File: config.mk
export PLATFORM = sky130hd
export DESIGN_NAME = multi_cycle_control
export DESIGN_NICKNAME = d
export VERILOG_FILES = /design/src/rtl/multi_cycle_control_pkg.sv /design/src/rtl/mem_wait_timer.sv /design/src/rtl/multi_cycle_control.sv
export SDC_FILE = /design/constraint.sdc
export NUM_CORES = 1
export LEC_CHECK = 0
export CORE_AREA = 4 4 70 72
export CTS_CLUSTER_SIZE = 28
export DETAILED_ROUTE_END_ITERATION = 16
export DIE_AREA = 0 0 74 76
export DONT_BUFFER_PORTS = 1
export HOLD_SLACK_MARGIN = 0.08
export PLACE_DENSITY = 0.75
export SKIP_LAST_GASP = 1
export SLEW_MARGIN = 20
export SYNTH_ARGS = -nofsm -noshare
export SYNTH_HDL_FRONTEND = slang
export SYNTH_HIERARCHICAL = 1
export SYNTH_SLANG_ARGS = --single-unit
File: constraint.sdc
create_clock -name clk -period 2 [get_ports clk]
set_clock_uncertainty 0.05 [all_clocks]
set_input_delay 0.4 -clock clk [delete_from_list [all_inputs] [get_ports clk]]
set_output_delay 0.4 -clock clk [all_outputs]
set_load 0.05 [all_outputs]
File: src/rtl/multi_cycle_control_pkg.sv
// Shared encodings for the multi-cycle RV32I controller: FSM states, opcodes
// and the datapath mux/ALU select codes.
package multi_cycle_control_pkg;

    typedef enum logic [2:0] {
        S_IF,
        S_ID,
        S_EX,
        S_EX_BR,
        S_MEM,
        S_WB,
        S_HALT,
        S_ERR
    } state_t;

    localparam logic [6:0] OP_R      = 7'b0110011;
    localparam logic [6:0] OP_I      = 7'b0010011;
    localparam logic [6:0] OP_LOAD   = 7'b0000011;
    localparam logic [6:0] OP_STORE  = 7'b0100011;
    localparam logic [6:0] OP_BRANCH = 7'b1100011;
    localparam logic [6:0] OP_JAL    = 7'b1101111;
    localparam logic [6:0] OP_JALR   = 7'b1100111;
    localparam logic [6:0] OP_LUI    = 7'b0110111;
    localparam logic [6:0] OP_AUIPC  = 7'b0010111;
    localparam logic [6:0] OP_SYSTEM = 7'b1110011;

    localparam logic [1:0] ALU_ADD    = 2'b00;
    localparam logic [1:0] ALU_BRANCH = 2'b01;
    localparam logic [1:0] ALU_FUNCT  = 2'b10;

    localparam logic [1:0] SRCA_RS1  = 2'b00;
    localparam logic [1:0] SRCA_PC   = 2'b01;
    localparam logic [1:0] SRCA_ZERO = 2'b10;

    localparam logic [1:0] SRCB_RS2  = 2'b00;
    localparam logic [1:0] SRCB_IMM  = 2'b01;
    localparam logic [1:0] SRCB_FOUR = 2'b10;

    localparam logic [1:0] WB_ALU = 2'b00;
    localparam logic [1:0] WB_MDR = 2'b01;
    localparam logic [1:0] WB_PC4 = 2'b10;

    // Opcodes that take the generic execute state after decode.
    function automatic logic usesEx(input logic [6:0] op);
        return (op == OP_R) || (op == OP_I) || (op == OP_LOAD) || (op == OP_STORE) ||
               (op == OP_LUI) || (op == OP_AUIPC) || (op == OP_JALR);
    endfunction

endpackage

File: src/rtl/mem_wait_timer.sv
// Counts consecutive stalled memory cycles; expired fires on the stalled cycle
// that completes TIMEOUT waits. A ready in that cycle suppresses expiry.
module mem_wait_timer #(
    parameter int TIMEOUT = 16
) (
    input  logic clk,
    input  logic reset,
    input  logic active,
    input  logic ready,
    output logic expired
);

    localparam int CW = (TIMEOUT > 1) ? $clog2(TIMEOUT) : 1;
    localparam logic [CW-1:0] LAST = CW'((TIMEOUT > 0) ? TIMEOUT - 1 : 0);

    logic [CW-1:0] waitCnt;

    always_ff @(posedge clk) begin
        if (reset || !active || ready || (TIMEOUT == 0)) begin
            waitCnt <= '0;
        end else if (waitCnt != LAST) begin
            waitCnt <= waitCnt + CW'(1);
        end
    end

    assign expired = (TIMEOUT > 0) && active && !ready && (waitCnt == LAST);

endmodule

File: src/rtl/multi_cycle_control.sv
// Multi-cycle RV32I control unit: Moore FSM driving datapath strobes and mux
// selects, with a memory wait timeout and a retired-instruction counter.
module multi_cycle_control
    import multi_cycle_control_pkg::*;
#(
    parameter int TIMEOUT = 16,
    parameter int CNT_W   = 32
) (
    input  logic             clk,
    input  logic             reset,
    input  logic [6:0]       opcode,
    input  logic             ecall_halt,
    input  logic             bcond,
    input  logic             mem_ready,
    output logic             mem_req,
    output logic             mem_we,
    output logic             iord,
    output logic             ir_write,
    output logic             pc_write,
    output logic             reg_write,
    output logic             pc_src,
    output logic [1:0]       alu_src_a,
    output logic [1:0]       alu_src_b,
    output logic [1:0]       alu_op,
    output logic [1:0]       wb_sel,
    output logic             is_halted,
    output logic             err,
    output logic [CNT_W-1:0] retired
);

    state_t state;
    state_t nextState;
    logic   waitActive;
    logic   expired;

    assign waitActive = !reset && ((state == S_IF) || (state == S_MEM));

    mem_wait_timer #(.TIMEOUT(TIMEOUT)) uWaitTimer (
        .clk     (clk),
        .reset   (reset),
        .active  (waitActive),
        .ready   (mem_ready),
        .expired (expired)
    );

    always_ff @(posedge clk) begin
        if (reset) begin
            state   <= S_IF;
            retired <= '0;
        end else begin
            state <= nextState;
            if (pc_write) begin
                retired <= retired + CNT_W'(1);
            end
        end
    end

    always_comb begin
        nextState = state;
        mem_req   = 1'b0;
        mem_we    = 1'b0;
        iord      = 1'b0;
        ir_write  = 1'b0;
        pc_write  = 1'b0;
        reg_write = 1'b0;
        pc_src    = 1'b0;
        alu_src_a = SRCA_RS1;
        alu_src_b = SRCB_RS2;
        alu_op    = ALU_ADD;
        wb_sel    = WB_ALU;

        unique case (state)
            S_IF: begin
                mem_req = 1'b1;
                if (mem_ready) begin
                    ir_write  = 1'b1;
                    nextState = S_ID;
                end else if (expired) begin
                    nextState = S_ERR;
                end
            end
            S_ID: begin
                // ALUOut <= PC + imm, the branch/jump target for later states
                alu_src_a = SRCA_PC;
                alu_src_b = SRCB_IMM;
                if (usesEx(opcode)) begin
                    nextState = S_EX;
                end else if (opcode == OP_BRANCH) begin
                    nextState = S_EX_BR;
                end else if (opcode == OP_JAL) begin
                    nextState = S_WB;
                end else if (opcode == OP_SYSTEM) begin
                    if (ecall_halt) begin
                        nextState = S_HALT;
                    end else begin
                        pc_write  = 1'b1;
                        nextState = S_IF;
                    end
                end else begin
                    nextState = S_ERR;
                end
            end
            S_EX: begin
                if (opcode == OP_AUIPC) begin
                    alu_src_a = SRCA_PC;
                end else if (opcode == OP_LUI) begin
                    alu_src_a = SRCA_ZERO;
                end
                alu_src_b = (opcode == OP_R) ? SRCB_RS2 : SRCB_IMM;
                alu_op    = ((opcode == OP_R) || (opcode == OP_I)) ? ALU_FUNCT : ALU_ADD;
                nextState = ((opcode == OP_LOAD) || (opcode == OP_STORE)) ? S_MEM : S_WB;
            end
            S_EX_BR: begin
                alu_op    = ALU_BRANCH;
                pc_write  = 1'b1;
                pc_src    = bcond;
                nextState = S_IF;
            end
            S_MEM: begin
                mem_req = 1'b1;
                iord    = 1'b1;
                mem_we  = (opcode == OP_STORE);
                if (mem_ready) begin
                    if (opcode == OP_STORE) begin
                        pc_write  = 1'b1;
                        nextState = S_IF;
                    end else begin
                        nextState = S_WB;
                    end
                end else if (expired) begin
                    nextState = S_ERR;
                end
            end
            S_WB: begin
                reg_write = 1'b1;
                pc_write  = 1'b1;
                if (opcode == OP_LOAD) begin
                    wb_sel = WB_MDR;
                end else if ((opcode == OP_JAL) || (opcode == OP_JALR)) begin
                    wb_sel = WB_PC4;
                    pc_src = 1'b1;
                end
                nextState = S_IF;
            end
            S_HALT, S_ERR: begin
                nextState = state;
            end
            default: begin
                nextState = S_ERR;
            end
        endcase

        // Reset silences every strobe in the cycle it is asserted.
        if (reset) begin
            mem_req   = 1'b0;
            mem_we    = 1'b0;
            iord      = 1'b0;
            ir_write  = 1'b0;
            pc_write  = 1'b0;
            reg_write = 1'b0;
            pc_src    = 1'b0;
            alu_src_a = SRCA_RS1;
            alu_src_b = SRCB_RS2;
            alu_op    = ALU_ADD;
            wb_sel    = WB_ALU;
        end
    end

    assign is_halted = !reset && (state == S_HALT);
    assign err       = !reset && (state == S_ERR);

endmodule

Word level (Yosys, flattened, before mapping). Cells that the tools add are included.

RAM bits: 0. ROM bits: 0. Output and inout bits: 49. Word-level logic and storage cells: 96. Input bits: 12. Bits in latches: 0. Register bits: 39. Memories kept: 0.

Multiplexer cells: 49. Add/sub/neg operators: 2. Reduce and logical (&&, ||, !) cells: 23. Shifts and indexed selects: 0. Eq/ne operators: 19. Div/mod/pow operators: 0. Multiply operators: 0. Order comparisons: 0. Bitwise operators: 0.

Operators with widths (number): $add 32x1->32 const B (1); $eq 7x7->1 const B (4); $mux 3 (9); $mux 1 (24); $eq 7x6->1 const B (3); $mux 2 (10); $pmux 3 s5 (1); $eq 7x5->1 const B (2); $eq 3x3->1 const B (4); $logic_or 1x1->1 (11); $pmux 2 s2 (2); $eq 7x2->1 const B (1); $eq 3x2->1 const B (2); $reduce_or 2->1 (3); $logic_and 1x1->1 (5); $add 4x1->4 const B (1); $eq 4x4->1 const B (1); $ne 4x4->1 const B (1); $pmux 1 s2 (2); $eq 3x1->1 const B (1); $logic_not 1->1 (3); $logic_not 3->1 (1); $pmux 1 s3 (1).

Logic depth before layout (Yosys ltp).
Word-level depth: 10. Mapped depth: 8. Gate-level depth less buffers: 6.

By module. The synthesis kept the hierarchy.

Modules (own cells, without submodules): multi_cycle_control (times used 1, seq. area each 700.7 um^2, area an instance 2164.6 um^2, cells each 279); mem_wait_timer (times used 1, seq. area each 80.1 um^2, area an instance 224.0 um^2, cells each 20).

Least setup slack after synthesis. No wires, ideal clock.

Kind: register to output. From: register state[1]. To: output port ir_write. Arrival: 3068 ps. Path buffers: 1. Cell stages (with the launch flop): 4. Data required time: 1550 ps. Path slack: -1518 ps. Cells stage by stage: dfxtp_1 > clkbuf_1 > nor3_1 > nor3b_1.

Word-level cells in the longest chain between the ends: 3.

RTL lines: start, declared (line multi_cycle_control.sv:31) `state_t state;`; start signal, assigned (line multi_cycle_control.sv:51) `state <= nextState;`; $logic_not 3->1 (line multi_cycle_control.sv:72) `unique case (state)`; $mux 1 (line multi_cycle_control.sv:72); $mux 1 (line multi_cycle_control.sv:154) `if (reset) begin`; end, declared (line multi_cycle_control.sv:18) `output logic ir_write,`.

Every way passes these cells.

Worst setup path after layout.
From: input port opcode[3]. To: output port mem_we.

Word-level cells in the longest chain between the ends: 3.

RTL lines: start, declared (line multi_cycle_control.sv:11) `input logic [6:0] opcode,`; $eq 7x6->1 (line multi_cycle_control.sv:122) `mem_we = (opcode == OP_STORE);`; $mux 1 (line multi_cycle_control.sv:72); $mux 1 (line multi_cycle_control.sv:154); end, declared (line multi_cycle_control.sv:16) `output logic mem_we,`.

Every way passes these cells.

==> impl_metrics.toml <==
[global_route]
grt_pass1_vias = 2573
grt_usage = 0.2514
grt_max_degree = 45
antenna_found_initial = 0
grt_pass1_wl_mm = 11.64
gr-total-overflow = 0

[layout]
fin_area_sq_um = 3383
n_antenna_cell = 0
fin_cells = 418
fillers = 272
syn_to_final_growth_pct = 41.64
fin_nets = 379
drive_above_1_share = 0.4235

[hold_path]
min_path_type = "in2reg"
hold_depth = 1
hp-start = "reset"
min_to = "retired[17]"

[sta]
maxSlewViolCount = 0
finalSetupTns_ns = -0.1048
whs_ns = 0.1365
hold_violations = 0
fmax_mhz = 491.0
setup_violations = 4
fin_crit_ns = 2.037
relSlewSlack = 0.6195
layout_setup_ws_ns = -0.03668
post-route-period-util = 1.018
tightest_slew_ns = 0.5700
grt_setup_unrepaired = "yes"

[clock_network]
cts_tree = "built"
clock_latency_ns = 0.29
clkTransAtPathRegs_ns = 0.07
cts_max_level = 2
clock-root-buffer = "clkbuf_8"
cts_sinks = 39
numCtsBuffers = 5
postCtsHoldBufs = 0
cts_buffer_depth = 2

[floorplan]
die_x_um = 74
coreArea_sq_um = 4294
die_h_um = 76
die_area_sq_um = 5624
initial_core_util = 0.5562
row_count = 24
ioPinCount = 61

[synth]
synthFlopType = "dfxtp_1"
ys_seq_elements = 39
ys_types = 51
seq_area_frac_synth = 0.3269
syn_nets = 313
synth_area_leaders = "dfxtp_1 (33%), a21oi_1 (6.9%), or3_1 (4.2%), nand2_1 (4.1%), o21ai_0 (3.4%)"
synth_cells = 299
synth_top_cell_area_share = 0.3269
ys_async_sr_fraction = 0
syn_area_per_cell_sq_um = 7.988
synthTopCellsByCount = "dfxtp_1 (39), a21oi_1 (33), nand2_1 (26), nor2_1 (17)"
yosysMostFrequentCell = "dfxtp_1"
synth.yosys.warnings = 6
yosysTopAreaCell = "dfxtp_1"
synth_edf_count = 0
syn_area_sq_um = 2389

[setup_path]
worst-path-max-fanout = 7
max_stage_delay_ns = 0.37
r2r_start = "retired[0]"
path_class = "in2out"
end_kind = "output port"
r2r_end = "retired[8]"
worstPathArrival_ns = 1.59
cp.required_ns = 1.55
reg2reg_slack_ns = 0.05
slowest_stage = "nor4b_1"
crit_chain = "and3b_2 -> nor4b_1 -> buf_4 -> and3_4"
startpoint_type = "primary input"
worstRegToRegCells = 7

[run_status]
violations = "setup timing"
outcome = "finished with violations"

[power_and_ir_drop]
power.leakage_nw = 1.191
vdd_ir_drop_max_mv = 0.3763
powerDensity_nw_per_um2 = 568.1

[placement]
place.gp.congestion = 0.8133
port_buffers = 0
hpwl_mm = 4.898
dpl_cell_area_sq_um = 3112
dp_cells = 401

[drt]
wl_per_cell_um = 18.05
drtIter0Drc = 183
drcViolationCount = 0
drtAntennaViolNets = 0
drt_wl_total_mm = 7.544
dr.pass1.iters = 4
via_per_inst = 6.376
dr_total_vias = 2665

[job]
maxCapViolCount = 0
[registers in the layout, indices dropped and copies added (netlist names)]
| name | flops |
|---|---|
| state | 3 |
| retired | 32 |
| uWaitTimer/waitCnt | 4 |
[cell type report]
class / count / area, sq um / share of cell area
Clock buffer: 6 / 72.57 / 0.02145
Clock inverter: 2 / 12.51 / 0.003698
Inverter: 7 / 31.28 / 0.009246
Multi-Input combinational cell: 235 / 1698 / 0.5019
Sequential cell: 39 / 824.5 / 0.2437
Tap cell: 52 / 65.06 / 0.01923
Timing Repair Buffer: 77 / 679.4 / 0.2008
[worst max-delay path: cells and delay by family]
family        cells  cell delay [ns]
simple gates      3             0.99
buf+inv           1             0.20
[stage by stage]
stage	util	total power [mW]	setup slack, ns
2_1_floorplan	-	1.166	-0.09794
3_3_place_gp	0.7247	1.274	-0.05829
3_5_place_dp	0.7247	1.280	-0.1407
4_1_cts	0.7608	1.838	-0.02348
5_1_grt	0.7879	2.015	-0.09170
6_report	0.7879	1.922	-0.03668
[layout by cell type, fill, tap and decap left out, types with 6 or more instances in the layout]
cell     Yosys  layout
a21oi_1     33      28
and3_1       9       6
buf_12       0       6
buf_4        4      65
dfxtp_1     39      18
dfxtp_2      0      14
dfxtp_4      0       7
inv_1        7       6
nand2_1     26      24
nand3_1     11      10
nand4_1     12      12
nor2_1      17      15
o21ai_0     16      16
o31ai_1      6       6
or3_1       16      15
or4_1        6       6
xnor2_1      7       7
[metal layers]
metal  share of wire  GRT usage  vias to the layer above  wire length [um]
li1                -          -                     1262                 -
met1            0.41     0.2969                     1277              3057
met2            0.50     0.4282                      112              3760
met3           0.079    0.07784                       14               597
met4           0.017    0.07246                        0               128
met5               0          0                        -                 0
[repair_timing]
action,in CTS,in global routing
pin swaps,6,9
setup buffers,5,4
resized for setup,12,23
endpoints found under the setup margin,8,25
hold endpoints to repair,0,0
[worst max-delay path by stage]
stage	end	slack, ns	cells after the start	start
finish	mem_we	-0.04	4	opcode[3]
global route	alu_op[1]	-0.09	4	state[2]
CTS	alu_op[1]	-0.02	4	state[2]
detailed placement	retired[23]	-0.14	5	opcode[3]
global placement	retired[23]	-0.06	5	opcode[3]
floorplan	mem_we	-0.1	4	state[0]
[where the power goes]
group	total [mW]	leakage, nW	internal (mW)	switching (mW)
clock	0.530	0.0412	0.244	0.286
combinational	0.579	0.823	0.261	0.318
sequential	0.813	0.327	0.791	0.0222
[cell families (layout without fill, tap and decap cells)]
group,Yosys count,count (layout),share of synthesized area
AO/OA/AOI/OAI,77,77,0.1996
XOR/XNOR,7,7,0.02567
adder cells (fa/ha/maj),2,2,0.01048
buffers and inverters,25,92,0.05657
flip-flops,39,39,0.3269
multiplexers,2,2,0.009428
other,1,1,0.001570
AND/OR/NAND/NOR,146,146,0.3698
No activity file was read; power rests on OpenSTA's default activity.
